===== src/rtl/ram_requester.sv =====
// ram_requester: CPU-side initiator for the SRAM driver. It turns single-word requests into strobe/ack
// handshakes, performs read-modify-write for partial writes, and aborts requests that are never acknowledged.
module ram_requester #(
  parameter int TIMEOUT_CYCLES = 15
) (
  input  logic        clk,
  input  logic        rst,
  input  logic        cpu_req_i,
  input  logic        cpu_we_i,
  input  logic [20:0] cpu_addr_i,
  input  logic [3:0]  cpu_be_i,
  input  logic [31:0] cpu_wdata_i,
  output logic [31:0] cpu_rdata_o,
  output logic        cpu_done_o,
  output logic        cpu_err_o,
  output logic        cpu_busy_o,
  output logic        mem_enable_o,
  output logic        mem_read_enable_o,
  output logic        mem_write_enable_o,
  output logic [20:0] mem_addr_o,
  output logic [31:0] mem_wdata_o,
  input  logic [31:0] mem_rdata_i,
  input  logic        mem_ack_i
);
  localparam int CW = $clog2(TIMEOUT_CYCLES + 1);
  localparam logic [CW-1:0] LIMIT = CW'(TIMEOUT_CYCLES);
  typedef enum logic [2:0] {IDLE, RD_STB, RD_WAIT, MERGE, WR_STB, WR_WAIT, DONE} state_t;
  state_t state_q, state_d;
  logic rmw_q, rmw_d, err_d;
  logic [3:0] be_q, be_d;
  logic [20:0] addr_q, addr_d;
  logic [31:0] wdata_q, wdata_d, rd_q, rd_d, rdata_q, rdata_d;
  logic [CW-1:0] cnt_q, cnt_d, cnt_inc;
  logic done_q, err_q, busy_q, en_q, re_q, we_q;
  assign cnt_inc = cnt_q + 1'b1;
  always_comb begin
    state_d = state_q;
    rmw_d = rmw_q;
    be_d = be_q;
    addr_d = addr_q;
    wdata_d = wdata_q;
    rd_d = rd_q;
    rdata_d = rdata_q;
    cnt_d = cnt_q;
    err_d = 1'b0;
    case (state_q)
      IDLE: if (cpu_req_i) begin
        addr_d = cpu_addr_i;
        wdata_d = cpu_wdata_i;
        be_d = cpu_be_i;
        rdata_d = '0;
        rmw_d = cpu_we_i && cpu_be_i != 4'hf && cpu_be_i != 4'h0;
        state_d = (!cpu_we_i || rmw_d) ? RD_STB : (cpu_be_i == 4'hf) ? WR_STB : DONE;
      end
      RD_STB: begin
        state_d = RD_WAIT;
        cnt_d = '0;
      end
      RD_WAIT: if (mem_ack_i) begin
        rd_d = mem_rdata_i;
        rdata_d = rmw_q ? rdata_q : mem_rdata_i;
        state_d = rmw_q ? MERGE : DONE;
      end else if (cnt_inc == LIMIT) begin
        state_d = DONE;
        err_d = 1'b1;
        rdata_d = '0;
      end else cnt_d = cnt_inc;
      // wdata_q still holds the CPU write data here; only enabled bytes survive the merge
      MERGE: begin
        for (int i = 0; i < 4; i++) wdata_d[8*i +: 8] = be_q[i] ? wdata_q[8*i +: 8] : rd_q[8*i +: 8];
        state_d = WR_STB;
      end
      WR_STB: begin
        state_d = WR_WAIT;
        cnt_d = '0;
      end
      WR_WAIT: if (mem_ack_i) state_d = DONE;
      else if (cnt_inc == LIMIT) begin
        state_d = DONE;
        err_d = 1'b1;
        rdata_d = '0;
      end else cnt_d = cnt_inc;
      default: state_d = IDLE;
    endcase
  end
  // Outputs are registered from the next state so they line up with the state they describe.
  always_ff @(posedge clk) begin
    if (!rst) begin
      state_q <= IDLE;
      rmw_q <= 1'b0;
      be_q <= '0;
      addr_q <= '0;
      wdata_q <= '0;
      rd_q <= '0;
      rdata_q <= '0;
      cnt_q <= '0;
      done_q <= 1'b0;
      err_q <= 1'b0;
      busy_q <= 1'b0;
      en_q <= 1'b0;
      re_q <= 1'b0;
      we_q <= 1'b0;
    end else begin
      state_q <= state_d;
      rmw_q <= rmw_d;
      be_q <= be_d;
      addr_q <= addr_d;
      wdata_q <= wdata_d;
      rd_q <= rd_d;
      rdata_q <= rdata_d;
      cnt_q <= cnt_d;
      done_q <= state_d == DONE;
      err_q <= err_d;
      busy_q <= state_d != IDLE;
      en_q <= state_d inside {RD_STB, RD_WAIT, WR_STB, WR_WAIT};
      re_q <= state_d == RD_STB;
      we_q <= state_d == WR_STB;
    end
  end
  assign cpu_rdata_o = rdata_q;
  assign cpu_done_o = done_q;
  assign cpu_err_o = err_q;
  assign cpu_busy_o = busy_q;
  assign mem_enable_o = en_q;
  assign mem_read_enable_o = re_q;
  assign mem_write_enable_o = we_q;
  assign mem_addr_o = addr_q;
  assign mem_wdata_o = wdata_q;
endmodule


===== config.mk =====
export PLATFORM = sky130hd
export DESIGN_NAME = ram_requester
export DESIGN_NICKNAME = d
export VERILOG_FILES = /design/src/rtl/ram_requester.sv
export SDC_FILE = /design/constraint.sdc
export NUM_CORES = 1
export LEC_CHECK = 0
export CAP_MARGIN = 20
export CORE_ASPECT_RATIO = 2
export CORE_MARGIN = 1.5
export CORE_UTILIZATION = 30
export CTS_CLUSTER_SIZE = 25
export DETAILED_ROUTE_END_ITERATION = 10
export DONT_BUFFER_PORTS = 1
export GPL_TIMING_DRIVEN = 1
export PLACE_DENSITY = 0.46
export REMOVE_ABC_BUFFERS = 1
export SLEW_MARGIN = 15
export SYNTH_ARGS = -nofsm -noshare
export SYNTH_HDL_FRONTEND = slang
export SYNTH_SLANG_ARGS = --single-unit

===== constraint.sdc =====
create_clock -name clk -period 2 [get_ports clk]
set_input_delay 0.5 -clock clk [delete_from_list [all_inputs] [get_ports clk]]
set_output_delay 0.5 -clock clk [all_outputs]
set_load 0.005 [all_outputs]

==> impl_metrics.ini, run 1 <==
[grt]
grt_max_degree = 36
antenna_found_initial = 0
grt_pass1_wl_um = 23500
grt-ovfl-total = 0
grt_pass1_vias = 4421
grt_usage = 0.174

[power]
peakVddDrop_mv = 0.767
power_density_nw_per_um2 = 1200
p_leak_nw = 2.31

[drt]
wl_per_cell_um = 18.7
vias_per_cell = 5.25
finalWirelength_um = 15500
drt_iter0_drc = 192
ant_nets = 0
drc_errors = 0
firstDrtPassIters = 4
vias = 4356

[die]
die_w_um = 95.6
die-area_um2 = 18000
core_area_um2 = 16800
num_io_pins = 185
floorplan.initialDensity = 0.307
num_rows = 67
die_y_um = 188

[sta]
grt_setup_unrepaired = true
period_share = 1.03
fin_crit_ps = 2070
tightest_slew_ps = 477
max_freq_mhz = 484
relSlewSlack = 0.681
finClkSkew_ps = 11.2
fin_tns_setup_ps = -295
setup_ws_ps = -66.6
report.final.hold_viol_count = 0
setup_viol = 27
slew_violations = 0

[yosys]
synth_ff_type = dfxtp_1
ys_ff_latch = 135
synth_warnings = 0
ys_types = 42
syn_avg_cell_area_um2 = 8.56
yosysTopAreaCell = dfxtp_1
yosysSeqAreaShare = 0.525
synth_edf_count = 0
syn_area_um2 = 5140
synth_top_area_share = 0.525
synth-async-reset-ratio = 0
synth_area_leaders = dfxtp_1 (53%), nand2_1 (11%), a21oi_1 (6.3%), a22o_1 (5.4%), a311oi_1 (5.4%)
syn_inst = 601

[cells_and_area]
finalNetCount = 706
final_common_cell = nand2_1
syn2layout_area_growth_pct = 22.2
num_antenna_cells = 0
post-route-util = 0.375
drive_gt1_frac = 0.146
final_cell_mix = nand2_1 (154), dfxtp_1 (132), a21oi_1 (64)
final_cells = 829

[worst_setup_path]
crit_path_end_kind = flop
critical_path_buf_inv_count = 0
start_kind = flop
cp_data_required_time_ps = 2300
cp_top_family = compound AO/OA/AOI/OAI gates
worst-path-max-fanout = 5
cp_data_arrival_time_ps = 2370
criticalPathCategory = reg2reg
cpPeakStageDelay_ps = 430
crit_chain = ha_4, or2b_1, o21ai_2, a211oi_2, a221o_1, nand2b_4, mux2_4
critical_path.slowest_cell = a221o_1

[placed_design]
portBuffers = 0
gp_congestion = 0.849
post-dp-hpwl_um = 10800
dp_slack_ps = -64.1
dp.cells = 793

[clocking]
clock-sinks = 135
cts_buffers = 17
clk_path_buf_depth = 2
clkSlewWorstSetupHoldPaths_ps = 60
clock_latency_ps = 420
htreeDepth = 4
hold_buffers = 0
cts-root-buf = clkbuf_16
cts_tree = built

[worst_hold_path]
hp-class = in2reg

[status]
failed_checks = setup timing
status = finished, violations left

[run]
drv_cap = 0
==> final timing paths <==
check | startpoint | endpoint | slack [ps] | cells after the start
worst max-delay path | cnt_q[0] | mem_enable_o | -70 | 7
worst min-delay path | mem_ack_i | cpu_err_o | 190 | 1
worst max register to register | cnt_q[0] | mem_enable_o | -70 | 7
worst min register to register | rd_q[10] | rd_q[10] | 460 | 2
==> flip-flops by register name (all words and copies together) (netlist names), 3 cells and up <==
register and cells:
be_q 4, rd_q 32, cpu_rdata_o 32, mem_wdata_o 32
state_q 3, mem_addr_o 21, cnt_q 4
==> cells by family after synthesis <==
logic type	after synthesis	share of synthesized area
simple gates	265	0.226
flops	135	0.525
buf+inv	49	0.0389
compound gates	149	0.202
fa+ha+maj	2	0.00486
mux	1	0.00292
==> metrics by stage <==
step	power (mW)	instance area, µm²	hold WS [ps]
6_report	7.57	6280	186
4_1_cts	7.58	6120	156
2_1_floorplan	3.77	4960	437
3_5_place_dp	4.18	5490	447
3_3_place_gp	4.16	5490	444
5_1_grt	7.94	6280	161
==> metal layers <==
metal,share of wire,GRT usage,vias to the layer above
met5,0,0,-
met2,0.56,0.315,126
met4,0.021,0.0809,0
met3,0.052,0.0420,19
li1,-,-,2117
met1,0.36,0.180,2094
==> report_power, final <==
group          internal, mW  switching [mW]
Sequential             2.94           0.209
Combinational         0.426           0.635
Clock                  2.15            1.21
Total                  5.52            2.05
==> repair_timing <==
item,in CTS,in global routing
setup buffers,0,5
setup endpoints to repair,33,68
pin swaps,0,4
cloned,0,0
gates resized for setup,4,15
==> Yosys cell counts (all sizes together), types with 2 or more instances <==
cell      n
nand2   155
dfxtp   135
a21oi    65
nand3    41
nor2     39
a22o     32
a311oi   32
clkbuf   31
buf      14
o21ai    11
and2      5
nand2b    5
inv       3
nor2b     3
nor3      3
nor4      3
or3       3
and3      2
ha        2
nand4     2
o311ai    2
==> final cells by class <==
class,instances,area (µm²)
clock buffer,20,457
clock inverter,11,171
fill,1750,10500
inverter,4,16.3
multi-input combinational,417,2350
sequential,135,2710
tap,207,259
timing repair buffer,35,320
No activity file was read; power rests on OpenSTA's default activity.
==> inputs of run 2 (changes only) <==
ABC_CLOCK_PERIOD_IN_PS = 2000   (was default)
==> results of run 2 <==
Final layout, timing and power as in run 1 (identical DEF).
